**config.mk**
```make
export PLATFORM = sky130hd
export DESIGN_NAME = alu_arbiter
export DESIGN_NICKNAME = d
export VERILOG_FILES = /design/src/rtl/alu_pkg.sv /design/src/rtl/ALU.sv /design/src/rtl/alu_arbiter_rr_arb2.sv /design/src/rtl/alu_arbiter.sv
export SDC_FILE = /design/constraint.sdc
export NUM_CORES = 1
export LEC_CHECK = 0
export BUFFER_PORTS_ARGS = -buffer_cell sky130_fd_sc_hd__buf_2
export CORE_UTILIZATION = 57
export DETAILED_ROUTE_END_ITERATION = 12
export PLACE_DENSITY_LB_ADDON = 0.15
export SKIP_CTS_REPAIR_TIMING = 1
export SYNTH_ARGS = -nofsm -noshare
export SYNTH_HDL_FRONTEND = slang
export SYNTH_SLANG_ARGS = --single-unit
```
**constraint.sdc**
```tcl
create_clock -name clk -period 6.6 [get_ports clk]
set_clock_uncertainty 0.15 [all_clocks]
set_input_delay 0.99 -clock clk [delete_from_list [all_inputs] [get_ports clk]]
set_output_delay 0.99 -clock clk [all_outputs]
set_load 0.03 [all_outputs]
```
**src/rtl/alu_pkg.sv**
```systemverilog
// Shared ALU definitions: datapath width, op-field bit positions, named
// operations and the request bundle handed from arbiter to ALU.
package alu_pkg;

   localparam int ALU_W = 16;

   localparam int U   = 4;
   localparam int OP1 = 3;
   localparam int OP0 = 2;
   localparam int ZX  = 1;
   localparam int SW  = 0;

   localparam logic [4:0] OP_ADD = 5'b10000;
   localparam logic [4:0] OP_INC = 5'b10100;
   localparam logic [4:0] OP_SUB = 5'b11000;
   localparam logic [4:0] OP_DEC = 5'b11100;
   localparam logic [4:0] OP_AND = 5'b00000;
   localparam logic [4:0] OP_OR  = 5'b00100;
   localparam logic [4:0] OP_XOR = 5'b01000;
   localparam logic [4:0] OP_NOT = 5'b01100;

   // Function select formed from {u, op1, op0}
   typedef enum logic [2:0] {
      FN_AND = 3'b000,
      FN_OR  = 3'b001,
      FN_XOR = 3'b010,
      FN_NOT = 3'b011,
      FN_ADD = 3'b100,
      FN_INC = 3'b101,
      FN_SUB = 3'b110,
      FN_DEC = 3'b111
   } alu_fn_e;

   typedef struct packed {
      logic [4:0]       op;
      logic [ALU_W-1:0] x;
      logic [ALU_W-1:0] y;
   } alu_req_t;

   // Returns {zero, negative} for a result word
   function automatic logic [1:0] result_flags(input logic [ALU_W-1:0] value);
      return {value == '0, value[ALU_W-1]};
   endfunction

endpackage

```
**src/rtl/ALU.sv**
```systemverilog
// 16-bit combinational ALU: optional operand swap, optional zeroing of the
// first operand, then one of eight arithmetic/logic functions.
module ALU
   import alu_pkg::*;
(
   input  logic [ALU_W-1:0] x,
   input  logic [ALU_W-1:0] y,
   input  logic [4:0]       op,
   output logic [ALU_W-1:0] out
);

   localparam logic [ALU_W-1:0] ONE = ALU_W'(1);

   logic [ALU_W-1:0] a;
   logic [ALU_W-1:0] b;
   alu_fn_e          fn;

   assign fn = alu_fn_e'({op[U], op[OP1], op[OP0]});

   // Swap happens before zeroing, so zx always clears whichever operand ends up first
   always_comb begin
      a = op[SW] ? y : x;
      b = op[SW] ? x : y;
      if (op[ZX]) begin
         a = '0;
      end
   end

   always_comb begin
      out = '0;
      case (fn)
         FN_ADD:  out = a + b;
         FN_INC:  out = a + ONE;
         FN_SUB:  out = a - b;
         FN_DEC:  out = a - ONE;
         FN_AND:  out = a & b;
         FN_OR:   out = a | b;
         FN_XOR:  out = a ^ b;
         FN_NOT:  out = ~a;
         default: out = '0;
      endcase
   end

endmodule

```
**src/rtl/alu_arbiter_rr_arb2.sv**
```systemverilog
// Two-way arbiter: round-robin or fixed priority, with the last-grant pointer
// advancing only when the granted request is actually accepted.
module rr_arb2 #(
   parameter int RR        = 1,
   parameter int PRIO_INIT = 0
) (
   input  logic clk,
   input  logic rst,
   input  logic valid0,
   input  logic valid1,
   input  logic accept,
   output logic grant,
   output logic grant_valid
);

   localparam logic LAST_INIT = (PRIO_INIT == 0) ? 1'b1 : 1'b0;

   logic last_grant;

   assign grant_valid = valid0 | valid1;

   // Under contention the requester that did not win last time goes next
   always_comb begin
      grant = 1'b0;
      if (valid0 && valid1) begin
         grant = (RR != 0) ? ~last_grant : 1'b0;
      end else if (valid1) begin
         grant = 1'b1;
      end
   end

   always_ff @(posedge clk) begin
      if (rst) begin
         last_grant <= LAST_INIT;
      end else if (accept) begin
         last_grant <= grant;
      end
   end

endmodule

```
**src/rtl/alu_arbiter.sv**
```systemverilog
// Shares one ALU between two requesters and returns each result, tagged with
// its requester, through a one-entry valid/ready response buffer.
module alu_arbiter
   import alu_pkg::*;
#(
   parameter int WIDTH     = ALU_W,
   parameter int RR        = 1,
   parameter int PRIO_INIT = 0
) (
   input  logic             clk,
   input  logic             rst,
   input  logic             req0_valid,
   output logic             req0_ready,
   input  logic [4:0]       req0_op,
   input  logic [WIDTH-1:0] req0_x,
   input  logic [WIDTH-1:0] req0_y,
   input  logic             req1_valid,
   output logic             req1_ready,
   input  logic [4:0]       req1_op,
   input  logic [WIDTH-1:0] req1_x,
   input  logic [WIDTH-1:0] req1_y,
   output logic             rsp_valid,
   input  logic             rsp_ready,
   output logic             rsp_id,
   output logic [WIDTH-1:0] rsp_data,
   output logic             rsp_zero,
   output logic             rsp_neg
);

   localparam logic ST_EMPTY = 1'b0;
   localparam logic ST_FULL  = 1'b1;

   logic             state;
   logic             can_accept;
   logic             grant;
   logic             grant_valid;
   logic             accept;
   alu_req_t         sel_req;
   logic [WIDTH-1:0] alu_out;

   rr_arb2 #(
      .RR        (RR),
      .PRIO_INIT (PRIO_INIT)
   ) u_arb (
      .clk         (clk),
      .rst         (rst),
      .valid0      (req0_valid),
      .valid1      (req1_valid),
      .accept      (accept),
      .grant       (grant),
      .grant_valid (grant_valid)
   );

   // A full buffer can still take a new op when it is being drained this cycle
   assign can_accept = (state == ST_EMPTY) || ((state == ST_FULL) && rsp_ready);

   assign req0_ready = can_accept && grant_valid && !grant && !rst;
   assign req1_ready = can_accept && grant_valid && grant && !rst;
   assign accept     = (req0_valid && req0_ready) || (req1_valid && req1_ready);

   always_comb begin
      sel_req = grant ? {req1_op, req1_x, req1_y} : {req0_op, req0_x, req0_y};
   end

   ALU u_alu (
      .x   (sel_req.x),
      .y   (sel_req.y),
      .op  (sel_req.op),
      .out (alu_out)
   );

   // Flags are captured with the same value that lands in rsp_data, so they always describe the held result
   always_ff @(posedge clk) begin
      if (rst) begin
         state    <= ST_EMPTY;
         rsp_id   <= 1'b0;
         rsp_data <= '0;
         rsp_zero <= 1'b0;
         rsp_neg  <= 1'b0;
      end else if (accept) begin
         state                <= ST_FULL;
         rsp_id               <= grant;
         rsp_data             <= alu_out;
         {rsp_zero, rsp_neg}  <= result_flags(alu_out);
      end else if ((state == ST_FULL) && rsp_ready) begin
         state <= ST_EMPTY;
      end
   end

   assign rsp_valid = (state == ST_FULL);

endmodule

```
# Word level (Yosys, flattened, before mapping)

Index checks and enable logic that the tools add are counted.

Latch bits: 0
Input bits: 79
RAM bits: 0
Memories kept: 0
Bits in read-only memories: 0
Word-level logic and storage cells: 49
Register bits after elaboration: 21

Equal/unequal tests: 7
Divide/modulo/power cells: 0
Reduce and logical (&&, ||, !) cells: 16
Mux-type cells: 9
Add/subtract/negate cells: 4
Shift-type cells: 0
$mul: 0
Order comparisons: 0
Bitwise gates (word level): 7

Operator list:

| cell                                                | count |
|---|---|
| case mux 16 bit (8 select lines)                    | 1 |
| 2-to-1 mux 16 bit                                   | 3 |
| 2-to-1 mux 37 bit                                   | 1 |
| adder 16 x 1 -> 16 bit (second input constant)      | 1 |
| adder 16 bit                                        | 1 |
| AND 16 bit                                          | 1 |
| logical NOT 16 bit                                  | 1 |
| NOT 16 bit                                          | 1 |
| OR 16 bit                                           | 1 |
| subtractor 16 x 1 -> 16 bit (second input constant) | 1 |
| subtractor 16 bit                                   | 1 |
| bitwise XOR 16 bit                                  | 1 |
| == test 3 bit (second input constant)               | 4 |
| logical AND 1 bit                                   | 9 |
| == test 3 x 2 -> 1 bit (second input constant)      | 2 |
| 2-to-1 mux 1 bit                                    | 4 |
| == test 3 x 1 -> 1 bit (second input constant)      | 1 |
| logical NOT 3 bit                                   | 1 |
| logical NOT 1 bit                                   | 2 |
| logical OR 1 bit                                    | 2 |
| NOT 1 bit                                           | 2 |
| nonzero test 2 bit                                  | 1 |
| OR 1 bit                                            | 1 |

# Logic depth before layout (Yosys ltp)

Gate-level depths: netlist of the first run.

Depth after elaboration: 8
Gate-level depth with buffers: 21
Gate-level depth less buffers: 18

# Cells and area by module

A second synthesis of the first run with hierarchy kept.

Cell total of the unflattened synthesis: 558
Area, all modules: 4269.1 um^2

By module, submodules not included:

| module      | area each (um^2) | cells an instance | instances | seq. area each (um^2) |
|---|---|---|---|---|
| ALU         | 2854.0           | 409               | 1         | 0.0 |
| alu_arbiter | 1366.3           | 144               | 1         | 380.4 |
| rr_arb2     | 48.8             | 5                 | 1         | 20.0 |

# Least setup slack after synthesis of the first run

OpenSTA, ideal clock, no wires.

Path kind: input to register
Start: input req1_valid
End: register rsp_zero
Arrival: 4.921 ns
Path buffers: 5
Slack: 1.468 ns
Stages on the path: 21
Path through: a21boi_4 -> buf_6 -> buf_4 -> buf_6 -> buf_2 -> buf_2 -> a211oi_1 -> a21oi_1 -> a21boi_0 -> o22ai_1 -> inv_1 -> ha_1 -> nor2b_1 -> o31a_1 -> o31a_1 -> o311a_1 -> nor3_1 -> xor2_1 -> o21ai_0 -> nor4_2 -> a32o_1

Word-level cells in the longest chain between the ends: 8

RTL lines:

| what                                                         | RTL line                                             | text |
|---|---|---|
| start, declared                                              | alu_arbiter.sv:17                                    | `input logic req1_valid,` |
| 2-to-1 mux 1 bit / logical AND 1 bit (equally long branches) | alu_arbiter_rr_arb2.sv:27, alu_arbiter_rr_arb2.sv:25 |  |
| 2-to-1 mux 1 bit                                             | alu_arbiter_rr_arb2.sv:25                            | `if (valid0 && valid1) begin` |
| 2-to-1 mux 37 bit                                            | alu_arbiter.sv:62                                    | `sel_req = grant ? {req1_op, req1_x, req1_y} : {req0_op, req0_x, req0_y};` |
| 2-to-1 mux 16 bit                                            | ALU.sv:22                                            | `a = op[SW] ? y : x;` |
| 2-to-1 mux 16 bit                                            | ALU.sv:24                                            | `if (op[ZX]) begin` |
| subtractor 16 x 1 -> 16 bit, or another cell as far along    | ALU.sv:35                                            | `FN_DEC: out = a - ONE;` |
| case mux 16 bit (8 select lines)                             | ALU.sv:31                                            | `case (fn)` |
| logical NOT 16 bit                                           | alu_pkg.sv:42                                        | `return {value == '0, value[ALU_W-1]};` |
| end signal, assigned                                         | alu_arbiter.sv:84                                    | `{rsp_zero, rsp_neg} <= result_flags(alu_out);` |
| end, declared                                                | alu_arbiter.sv:26                                    | `output logic rsp_zero,` |

Several ways; a longest one is shown, not always the timed one.
A chain may end at the register's enable or synchronous reset.

# Final worst setup path of the first run

Start: input req0_op[0]
End: register rsp_zero

Word-level cells in the longest chain between the ends: 6

RTL lines:

| what                                                      | RTL line          | text |
|---|---|---|
| start, declared                                           | alu_arbiter.sv:14 | `input logic [4:0] req0_op,` |
| 2-to-1 mux 37 bit (*)                                     | alu_arbiter.sv:62 |  |
| 2-to-1 mux 16 bit                                         | ALU.sv:22         |  |
| 2-to-1 mux 16 bit                                         | ALU.sv:24         |  |
| subtractor 16 x 1 -> 16 bit, or another cell as far along | ALU.sv:35         |  |
| case mux 16 bit (8 select lines) (*)                      | ALU.sv:31         |  |
| logical NOT 16 bit (*)                                    | alu_pkg.sv:42     |  |

Every way passes the cells marked *; elsewhere a longest branch is shown, timed or not.

==> metrics.txt, run 1 <==
# TYPE chip_impl_metric gauge
chip_impl_info{name="run_status",value="complete, no violations"} 1
chip_impl_metric{name="report.final.hold_viol_count",unit=""} 0
chip_impl_metric{name="gr-usage-all-layers",unit="%"} 31.5
chip_impl_metric{name="period_share",unit="%"} 78.6
chip_impl_metric{name="number_of_drc_markers_in_iteration_0",unit=""} 319
chip_impl_metric{name="design.portCount",unit=""} 101
chip_impl_info{name="cts_root_buffer",value="sky130_fd_sc_hd__clkbuf_8"} 1
chip_impl_metric{name="worst_slew_pin_slew",unit="ns"} 0.908
chip_impl_metric{name="yosysWarningCount",unit=""} 0
chip_impl_metric{name="die_h",unit="um"} 90.8
chip_impl_metric{name="maxClockFrequency",unit="MHz"} 193
chip_impl_metric{name="detail_route.wirelength",unit="um"} 12700
chip_impl_metric{name="drtAntennaViolNets",unit=""} 0
chip_impl_info{name="worstSetupEndpointType",value="flip-flop"} 1
chip_impl_metric{name="drt-vias-per-instance",unit=""} 6.28
chip_impl_info{name="main_combinational_cell_family_by_area_after_synthesis",value="compound AO/OA/AOI/OAI gates"} 1
chip_impl_info{name="standard_cell_with_the_maximum_stage_delay_on_the_critical_path",value="sky130_fd_sc_hd__buf_2"} 1
chip_impl_metric{name="grt.overflow.total",unit=""} 0
chip_impl_info{name="layout.cells.most_common",value="sky130_fd_sc_hd__buf_2"} 1
chip_impl_metric{name="clk-insertion-delay-late",unit="ns"} 0.26
chip_impl_info{name="crit_family",value="compound AO/OA/AOI/OAI gates"} 1
chip_impl_metric{name="p_per_area",unit="mW/mm^2"} 163
chip_impl_metric{name="power.ir.vdd_worst",unit="uV"} 96.9
chip_impl_metric{name="buffer_ports.inserted",unit=""} 100
chip_impl_metric{name="placed_cell_area",unit="mm^2"} 0.00497
chip_impl_metric{name="drc",unit=""} 0
chip_impl_metric{name="post_synth.cell_area_avg",unit="um^2"} 7.65
chip_impl_info{name="cp_cell_sequence",value="buf_2, mux2_2, o21ai_0, o21ai_0, ha_1, fa_1, nor2b_1, o31ai_1, a211oi_1, o21ai_0, a21oi_1, a41o_1, o21ai_0, nor4_2, a32o_1"} 1
chip_impl_metric{name="via_count",unit=""} 4819
chip_impl_metric{name="cpPeakStageDelay",unit="ns"} 0.63
chip_impl_metric{name="placeableCoreArea",unit="mm^2"} 0.00769
chip_impl_metric{name="fin_nets",unit=""} 791
chip_impl_metric{name="worst_slew_margin_rel",unit="%"} 39.5
chip_impl_metric{name="first_pass_grt_wire_length",unit="um"} 21700
chip_impl_metric{name="netlist_instances",unit=""} 587
chip_impl_metric{name="cts_buffers",unit=""} 3
chip_impl_metric{name="fin_hold_ws",unit="ns"} 0.306
chip_impl_metric{name="antenna_found_initial",unit=""} 0
chip_impl_metric{name="layout-area-overhead-vs-synth",unit="%"} 12.0
chip_impl_metric{name="instances_no_fill",unit=""} 767
chip_impl_info{name="critical-path-top-cell-by-count",value="sky130_fd_sc_hd__o21ai_0"} 1
chip_impl_metric{name="grt_max_degree",unit=""} 39
chip_impl_metric{name="place.detailed.hpwl",unit="um"} 10000
chip_impl_info{name="grt_setup_unrepaired",value="no"} 1
chip_impl_metric{name="num-fill-cells",unit=""} 763
chip_impl_metric{name="cts.sinks",unit=""} 20
chip_impl_metric{name="initial_core_util",unit="%"} 58.4
chip_impl_metric{name="setup-tns-final",unit="ns"} 0
chip_impl_metric{name="dr.pass1.iters",unit=""} 5
chip_impl_metric{name="worst-path-max-fanout",unit=""} 38
chip_impl_metric{name="row_count",unit=""} 32
chip_impl_metric{name="setup_viol",unit=""} 0
chip_impl_metric{name="synthAdderAreaFrac",unit="%"} 13.0
chip_impl_metric{name="edff_count_synth",unit=""} 0
chip_impl_metric{name="worst-endpoint-required",unit="ns"} 6.66
chip_impl_metric{name="post_synth_mux_area_share",unit="%"} 22.6
chip_impl_metric{name="period_minus_slack",unit="ns"} 5.18
chip_impl_metric{name="cp.buffers_inverters",unit=""} 1
chip_impl_info{name="critical_path.startpoint_type",value="primary input"} 1
chip_impl_metric{name="die_area",unit="mm^2"} 0.00824
chip_impl_info{name="min_delay_path_class",value="reg -> reg"} 1
chip_impl_info{name="synthFlopType",value="sky130_fd_sc_hd__dfxtp_1"} 1
chip_impl_metric{name="synth_xor_area_share",unit="%"} 3.12
chip_impl_metric{name="power.static_leakage",unit="nW"} 2.39
chip_impl_metric{name="synth-compound-area-share",unit="%"} 27.5
chip_impl_metric{name="antenna_cells",unit=""} 0
chip_impl_metric{name="via_count_of_the_first_global_routing_pass",unit=""} 4775
chip_impl_metric{name="syn-cell-area",unit="mm^2"} 0.00449
chip_impl_metric{name="synth-simple-area-share",unit="%"} 17.4
chip_impl_metric{name="cap_violations",unit=""} 0
chip_impl_metric{name="critical_path_arrival",unit="ns"} 5.25
chip_impl_metric{name="cts_buffer_depth",unit=""} 2
chip_impl_metric{name="asr_flop_ratio_synth",unit="%"} 0
chip_impl_metric{name="wl_per_cell",unit="um"} 16.6
chip_impl_metric{name="slew_viol_final",unit=""} 0
chip_impl_metric{name="drive_above_1_share",unit="%"} 24.7
chip_impl_metric{name="post_synth_num_cell_types",unit=""} 67
chip_impl_info{name="category_of_the_most_critical_setup_path",value="in -> reg"} 1
chip_impl_metric{name="h_tree_depth",unit=""} 1
chip_impl_metric{name="yosysSeqAreaShare",unit="%"} 8.92
chip_impl_metric{name="chipWidth",unit="um"} 90.8
chip_impl_metric{name="place_congestion",unit=""} 0.910
chip_impl_info{name="commonest_cells_after_routing_fill_and_taps_aside",value="sky130_fd_sc_hd__buf_2 (100), sky130_fd_sc_hd__mux2i_1 (59), sky130_fd_sc_hd__nor2_1 (50), sky130_fd_sc_hd__nand2_1 (45), sky130_fd_sc_hd__ha_1 (45)"} 1
chip_impl_metric{name="syn-num-nets",unit=""} 712
chip_impl_info{name="cts_tree",value="done"} 1
chip_impl_metric{name="final_area",unit="mm^2"} 0.00503
chip_impl_metric{name="dpl.cell_count",unit=""} 763
chip_impl_metric{name="clk_pin_slew",unit="ns"} 0.08
chip_impl_metric{name="final_util",unit="%"} 65.4
chip_impl_metric{name="yosys_register_bits",unit=""} 20
final timing paths:
| path | to | cells past startpoint | slack [ns] | from |
|---|---|---|---|---|
| setup / recovery | rsp_zero | 15 | 1.42 | req0_op[0] |
| hold / removal | rsp_data[7] | 2 | 0.31 | rsp_data[7] |
| setup reg to reg | rsp_zero | 14 | 1.96 | u_arb.last_grant |
| hold reg to reg | rsp_data[7] | 2 | 0.31 | rsp_data[7] |
cells by family after synthesis:
kind of cell             Yosys count
AO/OA/AOI/OAI                    177
AND/OR/NAND/NOR                  165
multiplexers                      95
buffers and inverters             68
adder cells (fa/ha/maj)           46
flip-flops                        20
XOR/XNOR                          16
synth_stat cells (5+ instances only):
| library cell | instances | area (um^2) |
|---|---|---|
| sky130_fd_sc_hd__ha_1 | 45 | 563 |
| sky130_fd_sc_hd__nor2b_1 | 8 | 50.1 |
| sky130_fd_sc_hd__or3_1 | 8 | 50.1 |
| sky130_fd_sc_hd__nor2_1 | 50 | 188 |
| sky130_fd_sc_hd__inv_1 | 32 | 120 |
| sky130_fd_sc_hd__or2_2 | 5 | 31.3 |
| sky130_fd_sc_hd__xor2_1 | 5 | 43.8 |
| sky130_fd_sc_hd__o21a_1 | 7 | 52.6 |
| sky130_fd_sc_hd__nand2_1 | 45 | 169 |
| sky130_fd_sc_hd__nand3_1 | 9 | 45.0 |
| sky130_fd_sc_hd__a221oi_1 | 6 | 52.6 |
| sky130_fd_sc_hd__nor3_1 | 16 | 80.1 |
| sky130_fd_sc_hd__a21oi_1 | 34 | 170 |
| sky130_fd_sc_hd__buf_4 | 9 | 67.6 |
| sky130_fd_sc_hd__buf_6 | 5 | 56.3 |
| sky130_fd_sc_hd__mux2i_1 | 60 | 601 |
| sky130_fd_sc_hd__o21ai_0 | 38 | 190 |
| sky130_fd_sc_hd__xnor2_1 | 11 | 96.3 |
| sky130_fd_sc_hd__o21ai_1 | 6 | 30.0 |
| sky130_fd_sc_hd__dfxtp_1 | 20 | 400 |
| sky130_fd_sc_hd__o211ai_1 | 16 | 120 |
| sky130_fd_sc_hd__a211oi_1 | 6 | 45.0 |
| sky130_fd_sc_hd__o22ai_1 | 6 | 37.5 |
| sky130_fd_sc_hd__a22oi_1 | 7 | 52.6 |
| sky130_fd_sc_hd__buf_2 | 7 | 35.0 |
| sky130_fd_sc_hd__nand2b_1 | 6 | 37.5 |
| sky130_fd_sc_hd__a31oi_1 | 5 | 31.3 |
| sky130_fd_sc_hd__mux2_2 | 30 | 338 |
| sky130_fd_sc_hd__clkbuf_1 | 13 | 48.8 |
area by class of cell:
class                   instances  area [um^2]  area share (%)
repair buffers                108          561            11.1
multi-input cells             499         3760            74.7
inverters                      34          128            2.54
flip-flops and latches         20          400            7.96
clock buffers                   4         55.1            1.09
well taps                     102          128            2.54
where the power goes:
group | switching (mW) | internal (mW)
combinational | 0.344 | 0.240
clock | 0.0408 | 0.0531
sequential | 0.00686 | 0.134
tightest hold or removal path, cell delays in order, from the launching register on:
cell                      delay (ns)
sky130_fd_sc_hd__dfxtp_1        0.31
sky130_fd_sc_hd__nand2_1        0.05
sky130_fd_sc_hd__a21oi_1        0.05
sequential cells by signal, indices dropped and copies added, names as in the netlist:
register	count
rsp_zero	1
u_arb.last_grant	1
rsp_id	1
rsp_valid	1
rsp_data	16
per-layer routing:
layer / wire [um] / GRT usage, %
met2: 6400 / 57.8
met5: 0 / 0
met4: 502 / 14.5
met1: 5170 / 36.3
met3: 629 / 3.11
through the flow:
stage                     total power [mW]  worst slack (ns)
after floorplan                      0.584              1.47
after global placement               0.703              1.29
after detailed placement             0.718              1.19
after CTS                            0.813              1.45
after global routing                 0.890             0.941
final                                0.819              1.42
Note: power is estimated with default switching activity, not from simulation.
==> run 2, diff against run 1 <==
==> constraint.sdc (replaced) <==
create_clock -name clk -period 4.85 [get_ports clk]
set_clock_uncertainty 0.15 [all_clocks]
set_input_delay 0.7275 -clock clk [delete_from_list [all_inputs] [get_ports clk]]
set_output_delay 0.7275 -clock clk [all_outputs]
set_load 0.03 [all_outputs]
==> run 2 against run 1 <==
  * Wire length rose by 2.5%
  * Largest power group unchanged
  * Clock-buffer cell count fell by 1
  * Non-clock buffer count up 20
  * Critical path type unchanged
==> metrics.txt, run 2 (same netlist as run 1, synthesis figures left out) <==
# TYPE chip_impl_metric gauge
chip_impl_info{name="run_status",value="complete, no violations"} 1
chip_impl_metric{name="r2r_slack",unit="ns"} 0.53
chip_impl_metric{name="setup_viol",unit=""} 0
chip_impl_metric{name="via_count",unit=""} 4958
chip_impl_metric{name="cts.sinks",unit=""} 20
chip_impl_metric{name="die_area",unit="mm^2"} 0.00824
chip_impl_info{name="critPathLaunch",value="req1_valid"} 1
chip_impl_info{name="min_from",value="rsp_data[7]"} 1
chip_impl_metric{name="design_power_total",unit="mW"} 1.18
chip_impl_metric{name="clk_pin_slew",unit="ns"} 0.08
chip_impl_metric{name="critical_path_arrival",unit="ns"} 4.60
chip_impl_metric{name="worst-endpoint-required",unit="ns"} 4.87
chip_impl_metric{name="chipWidth",unit="um"} 90.8
chip_impl_metric{name="largest_register_ffs",unit=""} 16
chip_impl_info{name="worstSetupEndpointType",value="flip-flop"} 1
chip_impl_metric{name="grt.overflow.total",unit=""} 0
chip_impl_metric{name="slew_viol_final",unit=""} 0
chip_impl_metric{name="period_minus_slack",unit="ns"} 4.58
chip_impl_metric{name="reg2regPathDepth",unit=""} 16
chip_impl_metric{name="p_per_area",unit="mW/mm^2"} 227
chip_impl_info{name="cts_tree",value="done"} 1
chip_impl_metric{name="clk-insertion-delay-late",unit="ns"} 0.27
chip_impl_metric{name="detail_route.wirelength",unit="um"} 13000
chip_impl_metric{name="report.final.hold_viol_count",unit=""} 0
chip_impl_metric{name="antenna_found_initial",unit=""} 0
chip_impl_metric{name="placeableCoreArea",unit="mm^2"} 0.00769
chip_impl_metric{name="cts_buffers",unit=""} 3
chip_impl_info{name="regMostFlops",value="rsp_data"} 1
chip_impl_metric{name="gr-usage-all-layers",unit="%"} 31.5
chip_impl_metric{name="power.static_leakage",unit="nW"} 2.50
chip_impl_metric{name="place_congestion",unit=""} 0.887
chip_impl_metric{name="drtAntennaViolNets",unit=""} 0
chip_impl_metric{name="worst_slew_pin_slew",unit="ns"} 1.05
chip_impl_metric{name="cellInternalPower",unit="uW"} 636
chip_impl_metric{name="buffer_ports.inserted",unit=""} 100
chip_impl_info{name="cts_root_buffer",value="sky130_fd_sc_hd__clkbuf_8"} 1
chip_impl_info{name="commonest_cells_after_routing_fill_and_taps_aside",value="sky130_fd_sc_hd__buf_2 (100), sky130_fd_sc_hd__mux2i_1 (59), sky130_fd_sc_hd__nor2_1 (50), sky130_fd_sc_hd__nand2_1 (45), sky130_fd_sc_hd__ha_1 (45)"} 1
chip_impl_metric{name="dr.pass1.iters",unit=""} 5
chip_impl_metric{name="clock_power_share",unit="%"} 14.5
chip_impl_metric{name="grt_max_degree",unit=""} 47
chip_impl_metric{name="die_h",unit="um"} 90.8
chip_impl_info{name="critical_path.startpoint_type",value="primary input"} 1
chip_impl_metric{name="setup-tns-final",unit="ns"} 0
chip_impl_metric{name="fin_hold_ws",unit="ns"} 0.301
chip_impl_metric{name="cap_violations",unit=""} 0
chip_impl_metric{name="worst-path-max-fanout",unit=""} 46
chip_impl_info{name="worst_r2r_startpoint",value="u_arb.last_grant"} 1
chip_impl_info{name="critPathCapture",value="rsp_zero"} 1
chip_impl_metric{name="row_count",unit=""} 32
chip_impl_info{name="category_of_the_most_critical_setup_path",value="in -> reg"} 1
chip_impl_metric{name="place.detailed.hpwl",unit="um"} 10300
chip_impl_metric{name="sequential_power_share",unit="%"} 16.3
chip_impl_metric{name="design.portCount",unit=""} 101
chip_impl_metric{name="power.share.combinational",unit="%"} 69.2
chip_impl_metric{name="power_switching_share",unit="%"} 46.1
chip_impl_metric{name="drive_above_1_share",unit="%"} 27.0
chip_impl_metric{name="initial_core_util",unit="%"} 58.4
chip_impl_metric{name="period_share",unit="%"} 94.4
chip_impl_metric{name="first_pass_grt_wire_length",unit="um"} 21500
chip_impl_metric{name="p_sw",unit="uW"} 545
chip_impl_metric{name="power.ir.vdd_worst",unit="uV"} 130
chip_impl_metric{name="cts_buffer_depth",unit=""} 2
chip_impl_info{name="min_delay_path_class",value="reg -> reg"} 1
chip_impl_metric{name="drc",unit=""} 0
chip_impl_info{name="reg2reg_to",value="rsp_zero"} 1
chip_impl_metric{name="antenna_cells",unit=""} 0
chip_impl_metric{name="layout-area-overhead-vs-synth",unit="%"} 16.1
chip_impl_metric{name="maxClockFrequency",unit="MHz"} 218
chip_impl_metric{name="drt-vias-per-instance",unit=""} 6.30
chip_impl_info{name="grt_setup_unrepaired",value="no"} 1
chip_impl_metric{name="wl_per_cell",unit="um"} 16.5
chip_impl_metric{name="worst_slew_margin_rel",unit="%"} 29.2
chip_impl_metric{name="fin_nets",unit=""} 811
chip_impl_info{name="layout.cells.most_common",value="sky130_fd_sc_hd__buf_2"} 1
chip_impl_metric{name="number_of_drc_markers_in_iteration_0",unit=""} 315
chip_impl_metric{name="h_tree_depth",unit=""} 1
chip_impl_metric{name="via_count_of_the_first_global_routing_pass",unit=""} 4801
run 2: cell count changes in the layout (fill, tap and decap cells not counted), sizes merged:
cell | before | now
buf | 108 | 128
bufinv | 0 | 1
clkbuf | 4 | 3
run 2: layer usage:
metal | global-route usage, % | up-vias | routed length (um)
met5 | 0 | - | 0
met4 | 14.4 | 0 | 551
met3 | 2.95 | 50 | 544
met2 | 59.8 | 175 | 6710
met1 | 34.9 | 2348 | 5210
li1 | - | 2385 | -
run 2: power by group through the flow:
| stage | combinational (mW) | clock, mW | sequential (mW) |
|---|---|---|---|
| final | 0.818 | 0.171 | 0.192 |
| after global placement | 0.778 | 0 | 0.195 |
| after detailed placement | 0.802 | 0 | 0.196 |
| after CTS | 0.808 | 0.173 | 0.192 |
| after floorplan | 0.563 | 0 | 0.232 |
| after global routing | 0.902 | 0.179 | 0.195 |
run 2: layout make-up:
type                       instances  area (um^2)
inverter                          34          128
sequential                        20          400
timing repair buffer             128          723
multi-input combinational        499         3760
clock buffer                       3         41.3
clock inverter                     1         30.0
fill                             712         2470
tap                              102          128
run 2: critical path: stages:
cell,delay (ns)
sky130_fd_sc_hd__buf_2,0.12
sky130_fd_sc_hd__a21boi_4,0.20
sky130_fd_sc_hd__buf_12,0.24
sky130_fd_sc_hd__mux2i_1,0.43
sky130_fd_sc_hd__a21boi_0,0.24
sky130_fd_sc_hd__o22ai_1,0.14
sky130_fd_sc_hd__inv_1,0.08
sky130_fd_sc_hd__ha_1,0.21
sky130_fd_sc_hd__nor2b_1,0.16
sky130_fd_sc_hd__o31a_1,0.30
sky130_fd_sc_hd__o31a_1,0.29
sky130_fd_sc_hd__o311a_1,0.39
sky130_fd_sc_hd__nor3_1,0.25
sky130_fd_sc_hd__xor2_1,0.10
sky130_fd_sc_hd__o21ai_0,0.37
sky130_fd_sc_hd__nor4_2,0.10
sky130_fd_sc_hd__a32o_1,0.22
run 2: worst min path at each step:
stage                  endpoint  slack [ns]  cells past startpoint
4_1_cts             rsp_data[7]        0.31                      2
6_report            rsp_data[7]        0.30                      2
5_1_grt             rsp_data[4]        0.34                      2
3_3_place_gp        rsp_data[7]        0.29                      2
3_5_place_dp        rsp_data[7]        0.29                      2
2_1_floorplan  u_arb.last_grant        0.39                      2
run 2: through the flow:
step           worst slack (ns)  instances  util (%)  area, um^2
3_5_place_dp             0.0418        783      66.9        5140
2_1_floorplan            0.0550        587         -        4490
4_1_cts                   0.322        787      67.8        5210
3_3_place_gp              0.183        783      66.9        5140
6_report                  0.270        787      67.8        5210
5_1_grt                  0.0304        787      67.8        5210
==> run 3, diff against run 2 <==
--- a/config.mk
+++ b/config.mk
@@ -6,7 +6,7 @@
 export NUM_CORES = 1
 export LEC_CHECK = 0
 export BUFFER_PORTS_ARGS = -buffer_cell sky130_fd_sc_hd__buf_2
-export CORE_UTILIZATION = 57
+export CORE_UTILIZATION = 26
 export DETAILED_ROUTE_END_ITERATION = 12
 export PLACE_DENSITY_LB_ADDON = 0.15
 export SKIP_CTS_REPAIR_TIMING = 1
==> run 3 against run 2 <==
  * Fmax grew 0.49%
  * Worst setup slack improved by 0.022 ns
  * Die area grew 120%
  * Wire length up 18%
  * Largest cell class unchanged
  * First-iteration DRC count is 41% lower
  * Hold slack got worse by 0.0019 ns
  * Final cell count is 22% higher
  * Non-clock buffer count is 58 higher
  * Sequential power hardly changed
  * Power up 15%
  * Clock power rose by 32%
  * Combinational power increased by 15%
==> metrics.txt, run 3 (same netlist as run 1, synthesis figures left out) <==
# TYPE chip_impl_metric gauge
chip_impl_metric{name="chipWidth",unit="um"} 133
chip_impl_info{name="regMostFlops",value="rsp_data"} 1
chip_impl_metric{name="worst_slew_pin_slew",unit="ns"} 0.691
chip_impl_metric{name="wl_per_cell",unit="um"} 15.9
chip_impl_metric{name="place.detailed.hpwl",unit="um"} 12600
chip_impl_metric{name="drt-vias-per-instance",unit=""} 5.14
chip_impl_metric{name="clk_pin_slew",unit="ns"} 0.06
chip_impl_info{name="commonest_cells_after_routing_fill_and_taps_aside",value="sky130_fd_sc_hd__buf_2 (100), sky130_fd_sc_hd__buf_4 (84), sky130_fd_sc_hd__mux2i_1 (58), sky130_fd_sc_hd__nor2_1 (50)"} 1
chip_impl_metric{name="antenna_found_initial",unit=""} 0
chip_impl_metric{name="h_tree_depth",unit=""} 1
chip_impl_metric{name="cap_violations",unit=""} 0
chip_impl_metric{name="period_minus_slack",unit="ns"} 4.56
chip_impl_metric{name="grt_max_degree",unit=""} 24
chip_impl_metric{name="power.static_leakage",unit="nW"} 2.80
chip_impl_info{name="grt_setup_unrepaired",value="no"} 1
chip_impl_metric{name="power.share.combinational",unit="%"} 69.1
chip_impl_metric{name="r2r_slack",unit="ns"} 0.50
chip_impl_metric{name="cellInternalPower",unit="uW"} 778
chip_impl_info{name="min_from",value="rsp_data[14]"} 1
chip_impl_metric{name="design_power_total",unit="mW"} 1.36
chip_impl_metric{name="first_pass_grt_wire_length",unit="um"} 24200
chip_impl_metric{name="dpl.cell_count",unit=""} 957
chip_impl_metric{name="power_switching_share",unit="%"} 42.7
chip_impl_metric{name="sequential_power_share",unit="%"} 14.3
chip_impl_metric{name="min_path_cells",unit=""} 2
chip_impl_info{name="critical_path.startpoint_type",value="primary input"} 1
chip_impl_metric{name="worst-endpoint-required",unit="ns"} 4.90
chip_impl_metric{name="initial_core_util",unit="%"} 26.9
chip_impl_metric{name="fin_nets",unit=""} 870
chip_impl_info{name="cts_tree",value="done"} 1
chip_impl_metric{name="gr-usage-all-layers",unit="%"} 16.7
chip_impl_metric{name="fin_hold_ws",unit="ns"} 0.299
chip_impl_metric{name="clk-insertion-delay-late",unit="ns"} 0.25
chip_impl_metric{name="die_area",unit="mm^2"} 0.0178
chip_impl_metric{name="cts.sinks",unit=""} 20
chip_impl_metric{name="cts_buffers",unit=""} 3
chip_impl_info{name="min_to",value="rsp_data[14]"} 1
chip_impl_metric{name="drive_above_1_share",unit="%"} 33.2
chip_impl_metric{name="grt.overflow.total",unit=""} 0
chip_impl_metric{name="p_per_area",unit="mW/mm^2"} 231
chip_impl_metric{name="layout-area-overhead-vs-synth",unit="%"} 30.6
chip_impl_metric{name="instances_no_fill",unit=""} 964
chip_impl_metric{name="buffer_ports.inserted",unit=""} 100
chip_impl_info{name="reg2reg_to",value="rsp_zero"} 1
chip_impl_metric{name="design.portCount",unit=""} 101
chip_impl_info{name="worst_r2r_startpoint",value="u_arb.last_grant"} 1
chip_impl_info{name="critPathLaunch",value="req1_valid"} 1
chip_impl_info{name="cts_root_buffer",value="sky130_fd_sc_hd__clkbuf_16"} 1
chip_impl_metric{name="p_sw",unit="uW"} 579
chip_impl_metric{name="dr.pass1.iters",unit=""} 4
chip_impl_metric{name="worst_slew_margin_rel",unit="%"} 53.6
chip_impl_metric{name="critical_path_arrival",unit="ns"} 4.61
chip_impl_metric{name="setup_viol",unit=""} 0
chip_impl_metric{name="detail_route.wirelength",unit="um"} 15400
chip_impl_metric{name="slew_viol_final",unit=""} 0
chip_impl_metric{name="place_congestion",unit=""} 0.833
chip_impl_info{name="category_of_the_most_critical_setup_path",value="in -> reg"} 1
chip_impl_metric{name="setup-tns-final",unit="ns"} 0
chip_impl_metric{name="worst-path-max-fanout",unit=""} 14
chip_impl_metric{name="number_of_drc_markers_in_iteration_0",unit=""} 185
chip_impl_metric{name="reg2regPathDepth",unit=""} 18
chip_impl_info{name="min_delay_path_class",value="reg -> reg"} 1
chip_impl_info{name="run_status",value="complete, no violations"} 1
chip_impl_metric{name="placeableCoreArea",unit="mm^2"} 0.0167
chip_impl_metric{name="largest_register_ffs",unit=""} 16
chip_impl_info{name="worstSetupEndpointType",value="flip-flop"} 1
chip_impl_metric{name="die_h",unit="um"} 133
chip_impl_metric{name="report.final.hold_viol_count",unit=""} 0
chip_impl_metric{name="period_share",unit="%"} 94.0
chip_impl_metric{name="maxClockFrequency",unit="MHz"} 219
chip_impl_info{name="layout.cells.most_common",value="sky130_fd_sc_hd__buf_2"} 1
chip_impl_metric{name="clock_power_share",unit="%"} 16.6
chip_impl_metric{name="via_count",unit=""} 4959
chip_impl_metric{name="cts_buffer_depth",unit=""} 2
chip_impl_metric{name="row_count",unit=""} 47
chip_impl_metric{name="antenna_cells",unit=""} 0
chip_impl_metric{name="drc",unit=""} 0
chip_impl_metric{name="drtAntennaViolNets",unit=""} 0
chip_impl_metric{name="power.ir.vdd_worst",unit="uV"} 98.6
chip_impl_metric{name="final_util",unit="%"} 35.1
chip_impl_metric{name="via_count_of_the_first_global_routing_pass",unit=""} 4970
chip_impl_metric{name="num-fill-cells",unit=""} 1819
-- run 3: per-layer routing --
metal  routed length, um  vias up  global-route usage (%)
met3                 285       19                   0.951
met4                 252        0                    2.40
met2                8610       76                    34.8
met5                   0        -                       0
met1                6220     2353                    18.5
li1                    -     2511                       -
-- run 3: worst max-delay path by stage --
stage | to | cells after the start
floorplan | rsp_zero | 21
global placement | rsp_zero | 17
detailed placement | rsp_zero | 17
CTS | rsp_zero | 17
global route | rsp_zero | 19
finish | rsp_zero | 19
-- run 3: power groups by stage --
stage | clock, mW | sequential (mW) | combinational [mW]
after floorplan | 0 | 0.232 | 0.563
after global placement | 0 | 0.197 | 0.916
after detailed placement | 0 | 0.197 | 0.926
after CTS | 0.232 | 0.193 | 0.932
after global routing | 0.238 | 0.197 | 1.04
final | 0.225 | 0.194 | 0.938
-- run 3: final cells by class --
type                       instances  area (um^2)  area share [%]
tap                              220          275            4.69
inverter                          34          128            2.18
timing repair buffer             186         1160            19.8
sequential                        20          400            6.83
clock buffer                       3         75.1            1.28
multi-input combinational        500         3790            64.7
clock inverter                     1         30.0           0.512
-- run 3: through the flow --
stage | cell area, um^2 | setup slack, ns
3_3_place_gp | 5710 | -0.149
3_5_place_dp | 5710 | -0.176
5_1_grt | 5860 | 0.00752
4_1_cts | 5820 | 0.0718
6_report | 5860 | 0.292
2_1_floorplan | 4490 | 0.0550
-- run 3: critical path, cell delays in order --
cell                       delay, ns
sky130_fd_sc_hd__buf_2          0.13
sky130_fd_sc_hd__a21boi_4       0.40
sky130_fd_sc_hd__buf_4          0.19
sky130_fd_sc_hd__mux2i_2        0.23
sky130_fd_sc_hd__buf_4          0.21
sky130_fd_sc_hd__or2_1          0.20
sky130_fd_sc_hd__buf_4          0.23
sky130_fd_sc_hd__o21ai_0        0.11
sky130_fd_sc_hd__a22oi_1        0.21
sky130_fd_sc_hd__ha_1           0.31
sky130_fd_sc_hd__a21o_1         0.19
sky130_fd_sc_hd__a21oi_1        0.13
sky130_fd_sc_hd__inv_1          0.09
sky130_fd_sc_hd__o41ai_2        0.32
sky130_fd_sc_hd__xnor2_1        0.10
sky130_fd_sc_hd__o21ai_0        0.26
sky130_fd_sc_hd__o21ai_0        0.17
sky130_fd_sc_hd__nor4_2         0.26
sky130_fd_sc_hd__a32o_1         0.14
